## config.mk

```make
export PLATFORM = sky130hd
export DESIGN_NAME = uart_rx_byte
export DESIGN_NICKNAME = d
export VERILOG_FILES = /design/src/rtl/snake_pkg.sv /design/src/rtl/sync_2ff.sv /design/src/rtl/uart_rx_byte.sv
export SDC_FILE = /design/constraint.sdc
export NUM_CORES = 1
export LEC_CHECK = 0
export ABC_AREA = 1
export BUFFER_PORTS_ARGS = -buffer_cell sky130_fd_sc_hd__buf_2
export CAP_MARGIN = 40
export CORE_MARGIN = 5
export CORE_UTILIZATION = 30
export CTS_CLUSTER_SIZE = 28
export DETAILED_ROUTE_END_ITERATION = 10
export PLACE_DENSITY = 0.5
export SLEW_MARGIN = 25
export SYNTH_ARGS = -nofsm -noshare
export SYNTH_HDL_FRONTEND = slang
export SYNTH_HIERARCHICAL = 1
export SYNTH_SLANG_ARGS = --single-unit
```

## constraint.sdc

```tcl
create_clock -name clk -period 1.5 [get_ports clk]
set_input_delay 0 -clock clk [delete_from_list [all_inputs] [get_ports clk]]
set_output_delay 0 -clock clk [all_outputs]
set_load 0.01 [all_outputs]
```

## src/rtl/snake_pkg.sv

```systemverilog
// Shared constants for the board's serial receive path: FSM encoding and default baud timing.
package snake_pkg;

  localparam int unsigned CLK_FREQ = 100_000_000;
  localparam int unsigned BAUD     = 9600;
  localparam int unsigned CLKS_PER_BIT_DEFAULT = CLK_FREQ / BAUD;

  typedef enum logic [2:0] {
    StIdle     = 3'd0,
    StStart    = 3'd1,
    StData     = 3'd2,
    StStop     = 3'd3,
    StWaitIdle = 3'd4
  } rx_state_e;

endpackage

```

## src/rtl/sync_2ff.sv

```systemverilog
// Two-flop synchroniser for asynchronous board inputs; resets to all ones (idle-high lines).
module sync_2ff #(
  parameter int unsigned Width = 1
) (
  input  logic             clk_i,
  input  logic             rst_i,
  input  logic [Width-1:0] d_i,
  output logic [Width-1:0] q_o
);

  logic [Width-1:0] meta_q;
  logic [Width-1:0] sync_q;

  always_ff @(posedge clk_i or posedge rst_i) begin
    if (rst_i) begin
      meta_q <= '1;
      sync_q <= '1;
    end else begin
      meta_q <= d_i;
      sync_q <= meta_q;
    end
  end

  assign q_o = sync_q;

endmodule

```

## src/rtl/uart_rx_byte.sv

```systemverilog
// 8N1 UART receiver: mid-bit sampling, holds the last good byte, pulses on done / framing error.
module uart_rx_byte
  import snake_pkg::*;
#(
  parameter int unsigned CLKS_PER_BIT = CLKS_PER_BIT_DEFAULT,
  parameter int unsigned HALF_BIT     = CLKS_PER_BIT / 2
) (
  input  logic       clk,
  input  logic       rst,
  input  logic       rx,
  output logic [7:0] data_out,
  output logic       rx_done,
  output logic       frame_err,
  output logic       busy
);

  localparam int unsigned CntW = $clog2(CLKS_PER_BIT);
  localparam logic [CntW-1:0] FullTerm = CntW'(CLKS_PER_BIT - 1);
  localparam logic [CntW-1:0] HalfTerm = CntW'(HALF_BIT - 1);

  logic            rx_s;
  rx_state_e       state_q, state_d;
  logic [CntW-1:0] cnt_q, cnt_d;
  logic [2:0]      bit_q, bit_d;
  logic [7:0]      shift_q, shift_d;
  logic [7:0]      data_q, data_d;
  logic            done_q, done_d;
  logic            err_q, err_d;
  logic            term;

  sync_2ff #(
    .Width(1)
  ) u_sync_rx (
    .clk_i(clk),
    .rst_i(rst),
    .d_i  (rx),
    .q_o  (rx_s)
  );

  always_ff @(posedge clk or posedge rst) begin
    if (rst) begin
      state_q <= StIdle;
      cnt_q   <= '0;
      bit_q   <= '0;
      shift_q <= '0;
      data_q  <= '0;
      done_q  <= 1'b0;
      err_q   <= 1'b0;
    end else begin
      state_q <= state_d;
      cnt_q   <= cnt_d;
      bit_q   <= bit_d;
      shift_q <= shift_d;
      data_q  <= data_d;
      done_q  <= done_d;
      err_q   <= err_d;
    end
  end

  always_comb begin
    state_d = state_q;
    cnt_d   = cnt_q;
    bit_d   = bit_q;
    shift_d = shift_q;
    data_d  = data_q;
    done_d  = 1'b0;
    err_d   = 1'b0;
    term    = (state_q == StStart) ? (cnt_q == HalfTerm) : (cnt_q == FullTerm);

    unique case (state_q)
      StIdle: begin
        cnt_d = '0;
        if (!rx_s) state_d = StStart;
      end
      StStart: begin
        if (term) begin
          cnt_d = '0;
          if (!rx_s) begin
            state_d = StData;
            bit_d   = '0;
          end else begin
            state_d = StIdle;
          end
        end else begin
          cnt_d = cnt_q + 1'b1;
        end
      end
      StData: begin
        if (term) begin
          cnt_d   = '0;
          // LSB arrives first, so shifting in at the MSB leaves bit 0 in place after 8 samples.
          shift_d = {rx_s, shift_q[7:1]};
          if (bit_q == 3'd7) state_d = StStop;
          else               bit_d   = bit_q + 1'b1;
        end else begin
          cnt_d = cnt_q + 1'b1;
        end
      end
      StStop: begin
        if (term) begin
          cnt_d = '0;
          if (rx_s) begin
            done_d  = 1'b1;
            data_d  = shift_q;
            state_d = StIdle;
          end else begin
            err_d   = 1'b1;
            state_d = StWaitIdle;
          end
        end else begin
          cnt_d = cnt_q + 1'b1;
        end
      end
      StWaitIdle: begin
        if (rx_s) state_d = StIdle;
      end
      default: state_d = StIdle;
    endcase
  end

  always_comb begin
    busy      = (state_q != StIdle);
    data_out  = data_q;
    rx_done   = done_q;
    frame_err = err_q;
  end

endmodule

```

==> results of run 1 <==
## Yosys cell counts
library cell / count
sky130_fd_sc_hd__nand2_1: 69
sky130_fd_sc_hd__dfrtp_1: 38
sky130_fd_sc_hd__inv_1: 30
sky130_fd_sc_hd__o21ai_2: 15
sky130_fd_sc_hd__nand3_1: 13
sky130_fd_sc_hd__nor2_1: 11
sky130_fd_sc_hd__o21ai_1: 10
sky130_fd_sc_hd__nand2_2: 9
sky130_fd_sc_hd__xor2_1: 7
sky130_fd_sc_hd__o22ai_1: 4
sky130_fd_sc_hd__ha_1: 3
sky130_fd_sc_hd__inv_2: 3
sky130_fd_sc_hd__o21ai_0: 3
sky130_fd_sc_hd__buf_6: 2
sky130_fd_sc_hd__clkbuf_1: 2
sky130_fd_sc_hd__dfstp_2: 2
sky130_fd_sc_hd__nand2_4: 2
sky130_fd_sc_hd__nand4_1: 2
sky130_fd_sc_hd__nor2_4: 2
sky130_fd_sc_hd__a21oi_1: 1
sky130_fd_sc_hd__buf_2: 1
sky130_fd_sc_hd__nand3_4: 1
sky130_fd_sc_hd__nand3b_1: 1
sky130_fd_sc_hd__nor2_2: 1
sky130_fd_sc_hd__nor2_8: 1
sky130_fd_sc_hd__nor3_1: 1
sky130_fd_sc_hd__nor3_2: 1
sky130_fd_sc_hd__nor4_2: 1
sky130_fd_sc_hd__o21bai_4: 1
sky130_fd_sc_hd__o31ai_1: 1
sky130_fd_sc_hd__or2_1: 1
## cell type report
type                    instances  share of cell area (%)
multi-input cells             162                    38.7
flip-flops and latches         40                    35.8
repair buffers                 51                    13.5
inverters                      33                    4.40
well taps                      80                    3.56
clock buffers                   5                    2.45
clock inverters                 3                    1.65
## flip-flops by register name (all words and copies together) (netlist names)
signal and flops:
u_sync_rx/meta_q 1, cnt_q 14, bit_q 3, frame_err 1, shift_q 8, state_q 3
u_sync_rx/q_o 1, rx_done 1, data_out 8
## worst max-delay path: stages, from the launching register on
cell	delay, ps
sky130_fd_sc_hd__dfrtp_1	360
sky130_fd_sc_hd__ha_2	190
sky130_fd_sc_hd__nand2_2	60
sky130_fd_sc_hd__inv_2	80
sky130_fd_sc_hd__nand2_2	60
sky130_fd_sc_hd__nor2_4	100
sky130_fd_sc_hd__nand2_4	90
sky130_fd_sc_hd__nor2_8	200
sky130_fd_sc_hd__buf_6	130
sky130_fd_sc_hd__nor2_4	50
sky130_fd_sc_hd__nand3_2	70
sky130_fd_sc_hd__o21ai_1	60
## power groups by stage
stage / Clock (mW) / Combinational (mW) / Sequential, mW
6_report: 0.918 / 0.0401 / 1.08
5_1_grt: 0.995 / 0.0486 / 1.08
4_1_cts: 0.954 / 0.0423 / 1.08
3_5_place_dp: 0 / 0.0376 / 1.10
3_3_place_gp: 0 / 0.0377 / 1.10
2_1_floorplan: 0 / 0.0218 / 1.10
## kinds of logic (layout without fill, tap and decap cells)
group,count (synthesis),count (layout),synth area share (%)
compound gates,35,35,12.2
xor+xnor,7,7,2.95
fa+ha+maj,3,3,1.81
buf+inv,38,92,7.65
flops,40,40,48.3
simple gates,116,117,27.2
## layout by cell type, fill, tap and decap left out, types with 2 or more instances in the layout
master / count
sky130_fd_sc_hd__nand2_8: 3
sky130_fd_sc_hd__o21ai_1: 7
sky130_fd_sc_hd__dfstp_2: 2
sky130_fd_sc_hd__nand2_4: 2
sky130_fd_sc_hd__ha_2: 2
sky130_fd_sc_hd__nor2_4: 6
sky130_fd_sc_hd__buf_2: 13
sky130_fd_sc_hd__inv_1: 28
sky130_fd_sc_hd__nand4_1: 2
sky130_fd_sc_hd__buf_6: 3
sky130_fd_sc_hd__o22ai_2: 3
sky130_fd_sc_hd__dfrtp_2: 3
sky130_fd_sc_hd__nand2_2: 14
sky130_fd_sc_hd__nor2_1: 8
sky130_fd_sc_hd__clkbuf_8: 5
sky130_fd_sc_hd__dlygate4sd3_1: 2
sky130_fd_sc_hd__o21ai_2: 19
sky130_fd_sc_hd__nand3_2: 3
sky130_fd_sc_hd__nand2_1: 62
sky130_fd_sc_hd__nand3_1: 10
sky130_fd_sc_hd__buf_4: 32
sky130_fd_sc_hd__dfrtp_1: 35
sky130_fd_sc_hd__inv_2: 5
sky130_fd_sc_hd__xor2_1: 7
sky130_fd_sc_hd__o21ai_0: 2
## routing by layer
layer | GRT usage [%] | part of all wire (%) | vias up
met5 | 0 | 0 | -
met2 | 16.3 | 46 | 18
met3 | 2.74 | 3.1 | 8
li1 | - | - | 871
met4 | 4.76 | 2.0 | 0
met1 | 14.7 | 49 | 775
## path summary, 6_finish.rpt
path	from	end	slack, ps	cells after the start
setup / recovery	cnt_q[0]	cnt_q[13]	-70	11
hold / removal	rst	u_sync_rx/meta_q	260	3
setup reg to reg	cnt_q[0]	cnt_q[13]	-70	11
hold reg to reg	u_sync_rx/meta_q	u_sync_rx/q_o	360	0
max in group asynchronous	rst	cnt_q[3]	770	4
min in group clk	rx	u_sync_rx/meta_q	340	2
## repair_timing
action | in CTS | in global routing
resized for setup | 18 | 26
gates cloned | 0 | 1
hold buffers | 2 | 0
setup endpoints to repair | 34 | 38
setup buffers | 5 | 4
pin swaps | 10 | 6
hold endpoints to repair | 41 | 0
## stage by stage
step           std cells  hold WS (ps)  power, mW  setup WS, ps
2_1_floorplan        239         -88.5       1.13         -32.2
3_3_place_gp         354          35.5       1.14         -88.6
3_5_place_dp         354          33.1       1.14          -143
4_1_cts              369           252       2.08         -52.0
5_1_grt              374           276       2.13          -186
6_report             374           258       2.04         -67.2
==> out/results.md, run 1 <==
| Metric | This run |
|---|---|
| Combined flip-flop and latch cell area | 0.00101 sq mm |
| Width of the die | 93.2 microns |
| DRT antenna net count | 0 |
| Sequential fraction of design power | 53.0% |
| Kind of launch point of the worst setup path | flop |
| Worst max-slew margin expressed relative to the limit | 66.9% |
| Final Hold Fails | 0 |
| Switch Pwr | 447 uW |
| Largest net degree at the start of global routing | 39 |
| Sequential cell area fraction in the yosys report | 48.3% |
| Post-route DRC violation count | 0 |
| Syn avg cell area | 8.70 sq um |
| Slew of the pin with the lowest slew margin | 496 ps |
| Failing checks | setup timing |
| Final Max Tran Viols | 0 |
| Arrival time reported for the critical path endpoint | 1750 ps |
| Comb power frac | 2.0% |
| Initial antenna violation count | 0 |
| Path type of the worst min-delay path | primary input to async pin |
| Quantity of I/O buffers inserted on ports | 13 |
| Setup repair after global routing missed its margin | true |
| Clock network fraction of design power | 45.0% |
| Net switching share of the total power | 21.9% |
| Fraction of layout cells with a size suffix above 1 | 42.9% |
| Total placed instance area | 0.00241 sq mm |
| Number of search-and-repair iterations in the first detailed-routing pass | 4 |
| Static Leakage | 1.37 nW |
| Area inside the core boundary | 0.00676 sq mm |
| Synth Net Count | 245 |
| Count of antenna diodes in the layout | 0 |
| Crit path required time | 1680 ps |
| Via count of the routed design | 1672 |
| TritonCTS clock tree | built |
| Crit path kind | flop to flop |
| Layout Cell Area excl Fill | 0.00281 sq mm |
| DR iter-0 viols | 86 |
| Root buffer cell | sky130_fd_sc_hd__clkbuf_8 |
| Final Skew | 8.85 ps |
| Number of filler cells placed in the layout | 690 |
| Clock Pin Slew Worst Setup and Hold Paths | 80 ps |
| Multi-input combinational cell area | 0.00109 sq mm |
| Via count of the first global-routing pass | 1607 |
| Post-synth design cell area | 0.00208 sq mm |
| Worst-Skew Late Latency | 300 ps |
| Cell taking the most area after synthesis | sky130_fd_sc_hd__dfrtp_1 |
| Area added between synthesis and finish | 35.3% |
| Total of max-cap violations | 0 |
| First-pass GRT wire length | 7480 microns |
| Post-Route Utilization | 41.6% |
| Fmax | 0.638 GHz |
| Vias per std cell | 4.47 |
| Number of synthesized register bits | 40 |
| Total of warnings raised by yosys | 6 |
| Worst-path maximum fanout | 6 |
| Vertical die dimension | 93.2 microns |
| Wire length after detailed routing | 4300 microns |
| Cell types with the largest area share after synthesis | sky130_fd_sc_hd__dfrtp_1 46%, sky130_fd_sc_hd__nand2_1 12%, sky130_fd_sc_hd__o21ai_2 6.3% |
| Hpwl dp | 2970 microns |
| IR drop worst, VDD | 0.491 mV |
| Wire length per cell after detailed routing | 11.5 microns |
| Final setup margin | -67.2 ps |
| Residual overflow from global routing | 0 |
| Internal Pwr Total | 1.59 mW |
| Nature of the critical path endpoint | flop |
| Initial Utilization | 30.8% |
| I/O Pins | 14 |
| TritonCTS sink count | 40 |
| Largest buffer count on any clock path | 2 |
| Final total negative setup slack | -845 ps |
| Overall die area | 0.00869 sq mm |
| Total track usage | 10.8% |
| Result of the run | complete, but fails checks |
| Power density normalized to cell area | 726 mW/mm^2 |
| Tmin final | 1570 ps |
| Number of buffers created by CTS | 5 |
| Final setup violation count | 26 |
| Instance count of the mapped netlist | 239 |
| H-Tree Level Count | 2 |
| Final nets | 299 |
| Standard-cell rows | 30 |
| Top-area cell type share of the netlist area | 45.8% |
| Post-synthesis cell type count | 31 |
| Routability congestion estimate | 0.744 |
| Crit share post-route | 104% |
Note: power is estimated with default switching activity, not from simulation.
==> inputs of run 2 (changes only) <==
--- a/config.mk
+++ b/config.mk
@@ -10,6 +10,7 @@
 export CAP_MARGIN = 40
 export CORE_MARGIN = 5
 export CORE_UTILIZATION = 30
+export CTS_BUF_LIST = sky130_fd_sc_hd__clkbuf_16
 export CTS_CLUSTER_SIZE = 28
 export DETAILED_ROUTE_END_ITERATION = 10
 export PLACE_DENSITY = 0.5
==> run 2 against run 1 <==
Effect of this change:
- the flow still finishes with violations (setup timing)
- register-to-register slack hardly changed
- via count is 3.2% higher
- non-clock buffer count is 7 higher
- clock power is 35% higher
- wire length is 7.7% higher
- first-iteration DRC count is 27% higher
- combinational power hardly changed
- largest power group is now the clock network
- design area is 6.0% higher
- critical endpoint is now bit_q[1]
- largest cell class unchanged
- power is 16% higher
- flip-flop and latch count stayed put
- cell count is 2.4% higher
==> out/results.md, run 2 (synthesis gave the netlist of run 1 again) <==
| Metric | This run | Change |
|---|---|---|
| Vertical die dimension | 93.2 microns | unchanged |
| Layout Cell Area excl Fill | 0.00298 sq mm | was 0.00281 sq mm |
| Initial Utilization | 30.8% | unchanged |
| TritonCTS clock tree | built | unchanged |
| Largest buffer count on any clock path | 2 | unchanged |
| Post-Route Utilization | 44.1% | was 41.6% |
| Internal Pwr Total | 1.88 mW | was 1.59 mW |
| Worst-path maximum fanout | 6 | unchanged |
| Tmin final | 1560 ps | was 1570 ps |
| IR drop worst, VDD | 0.472 mV | was 0.491 mV |
| Kind of launch point of the worst setup path | flop | unchanged |
| Final Max Tran Viols | 0 | unchanged |
| Sequential fraction of design power | 45.8% | was 53.0% |
| Final total negative setup slack | -592 ps | was -845 ps |
| Most frequent cells in the layout | 55 x sky130_fd_sc_hd__nand2_1, 37 x sky130_fd_sc_hd__buf_4, 35 x sky130_fd_sc_hd__dfrtp_1 | was 62 x sky130_fd_sc_hd__nand2_1, 35 x sky130_fd_sc_hd__dfrtp_1, 32 x sky130_fd_sc_hd__buf_4 |
| Top reg by flops | cnt_q | unchanged |
| Total of max-cap violations | 0 | unchanged |
| Largest net degree at the start of global routing | 39 | unchanged |
| Width of the die | 93.2 microns | unchanged |
| Fmax | 0.642 GHz | was 0.638 GHz |
| Crit path kind | flop to flop | unchanged |
| Wire length after detailed routing | 4630 microns | was 4300 microns |
| First-pass GRT wire length | 8340 microns | was 7480 microns |
| Number of search-and-repair iterations in the first detailed-routing pass | 4 | unchanged |
| Standard-cell rows | 30 | unchanged |
| Residual overflow from global routing | 0 | unchanged |
| TritonCTS sink count | 40 | unchanged |
| Root buffer cell | sky130_fd_sc_hd__clkbuf_16 | was sky130_fd_sc_hd__clkbuf_8 |
| Via count of the first global-routing pass | 1728 | was 1607 |
| Final setup margin | -56.6 ps | was -67.2 ps |
| Worst-Skew Late Latency | 280 ps | was 300 ps |
| Vias per std cell | 4.51 | was 4.47 |
| Total placed instance area | 0.00241 sq mm | unchanged |
| Initial antenna violation count | 0 | unchanged |
| Count of antenna diodes in the layout | 0 | unchanged |
| Final nets | 308 | was 299 |
| Net switching share of the total power | 20.3% | was 21.9% |
| Clock Pin Slew Worst Setup and Hold Paths | 60 ps | was 80 ps |
| Number of filler cells placed in the layout | 670 | was 690 |
| Fraction of layout cells with a size suffix above 1 | 47.9% | was 42.9% |
| Flip-flop count of the largest register, all copies and words added | 14 | unchanged |
| Area added between synthesis and finish | 43.5% | was 35.3% |
| H-Tree Level Count | 2 | unchanged |
| Post-route DRC violation count | 0 | unchanged |
| Met2 global-route usage | 18.5% | was 16.3% |
| Final setup violation count | 25 | was 26 |
| Total track usage | 12.1% | was 10.8% |
| Nature of the critical path endpoint | flop | unchanged |
| R2R depth | 12 | was 11 |
| Via count of the routed design | 1726 | was 1672 |
| Most common library cell in the layout ignoring fill and taps | sky130_fd_sc_hd__nand2_1 | unchanged |
| Routability congestion estimate | 0.744 | unchanged |
| Worst max-slew margin expressed relative to the limit | 66.3% | was 66.9% |
| Clock network fraction of design power | 52.5% | was 45.0% |
| Crit path required time | 1720 ps | was 1680 ps |
| Power density normalized to cell area | 793 mW/mm^2 | was 726 mW/mm^2 |
| Total power of the final layout | 2.37 mW | was 2.04 mW |
| Number of buffers created by CTS | 5 | unchanged |
| Wire length per cell after detailed routing | 12.1 microns | was 11.5 microns |
| Final Skew | 4.07 ps | was 8.85 ps |
| Path type of the worst min-delay path | primary input to async pin | unchanged |
| Area inside the core boundary | 0.00676 sq mm | unchanged |
| Most used routing layer in global routing | met2 | unchanged |
| M1 GR Usage | 16.6% | was 14.7% |
| Comb power frac | 1.7% | was 2.0% |
| Static Leakage | 1.47 nW | was 1.37 nW |
| Setup repair after global routing missed its margin | true | unchanged |
| Slew of the pin with the lowest slew margin | 505 ps | was 496 ps |
| Overall die area | 0.00869 sq mm | unchanged |
| Hpwl dp | 2970 microns | unchanged |
| Global routing usage on met3 | 2.98% | was 2.74% |
| Arrival time reported for the critical path endpoint | 1780 ps | was 1750 ps |
| Switch Pwr | 481 uW | was 447 uW |
| DRT antenna net count | 0 | unchanged |
| Final standard cell count with taps included and fillers excluded | 383 | was 374 |
| Crit share post-route | 104% | about the same |
| Final Hold Fails | 0 | unchanged |
| I/O Pins | 14 | unchanged |
| DR iter-0 viols | 109 | was 86 |
| Quantity of I/O buffers inserted on ports | 13 | unchanged |
| Inst Count DP | 354 | unchanged |
| Result of the run | complete, but fails checks | unchanged |
| Failing checks | setup timing | unchanged |
[run 2: cell types whose count changed in the layout (fill, tap and decap cells not counted), moves of 2 or more]
cell,delta
sky130_fd_sc_hd__nand2_1,-7
sky130_fd_sc_hd__buf_4,+5
sky130_fd_sc_hd__clkbuf_16,+5
sky130_fd_sc_hd__clkbuf_8,-5
sky130_fd_sc_hd__nand2_2,+5
sky130_fd_sc_hd__inv_1,-4
sky130_fd_sc_hd__nand2_4,+4
sky130_fd_sc_hd__buf_6,+3
sky130_fd_sc_hd__inv_2,+2
[run 2: power groups by stage]
stage / Sequential [mW] / Combinational, mW / Clock [mW]
floorplan: 1.10 / 0.0218 / 0
global placement: 1.10 / 0.0377 / 0
detailed placement: 1.10 / 0.0376 / 0
CTS: 1.08 / 0.0427 / 1.27
global route: 1.08 / 0.0480 / 1.31
finish: 1.08 / 0.0400 / 1.24
[run 2: final timing paths]
path                             startpoint                to  slack [ps]
max in group asynchronous               rst          cnt_q[3]         740
hold reg to reg            u_sync_rx/meta_q     u_sync_rx/q_o         360
hold / removal                          rst  u_sync_rx/meta_q         270
setup reg to reg                   cnt_q[0]          bit_q[1]         -60
min in group clk           u_sync_rx/meta_q     u_sync_rx/q_o         360
setup / recovery                   cnt_q[0]          bit_q[1]         -60
[run 2: metrics by stage]
step                worst slack, ps  hold slack (ps)
finish                        -56.6              275
global route                   -177              303
CTS                           -37.2              276
detailed placement             -143             33.1
global placement              -88.6             35.5
floorplan                     -32.2            -88.5
[run 2: repair_timing]
item | CTS | global route
endpoints found under the setup margin | 34 | 38
buffers inserted | 14 | 2
hold endpoints to repair | 41 | 0
resized for setup | 30 | 31
cloned | 3 | 0
hold buffers | 2 | 0
pin swaps | 16 | 10
[run 2: worst max-delay path, cell delays in order, from the launching register on]
cell	delay, ps
sky130_fd_sc_hd__dfrtp_1	350
sky130_fd_sc_hd__ha_2	190
sky130_fd_sc_hd__nand2_2	60
sky130_fd_sc_hd__inv_2	80
sky130_fd_sc_hd__nand2_2	60
sky130_fd_sc_hd__nor2_4	100
sky130_fd_sc_hd__nand2_4	90
sky130_fd_sc_hd__nor2_8	130
sky130_fd_sc_hd__buf_6	130
sky130_fd_sc_hd__nand2_8	60
sky130_fd_sc_hd__nor2_4	130
sky130_fd_sc_hd__nand2_1	50
sky130_fd_sc_hd__nand2_1	60
[run 2: per-layer routing]
layer / wire, microns / share of wire (%)
met2: 2150 / 46
met5: 0 / 0
met3: 138 / 3.0
met4: 87 / 1.9
met1: 2260 / 49
[run 2: cell type report]
| class | instances | area, sq um | share of cell area [%] |
|---|---|---|---|
| flip-flops and latches | 40 | 1010 | 33.8 |
| repair buffers | 58 | 430 | 14.4 |
| clock buffers | 5 | 125 | 4.20 |
| inverters | 33 | 130 | 4.36 |
| well taps | 80 | 100 | 3.36 |
| multi-input cells | 164 | 1140 | 38.3 |
| clock inverters | 3 | 46.3 | 1.55 |
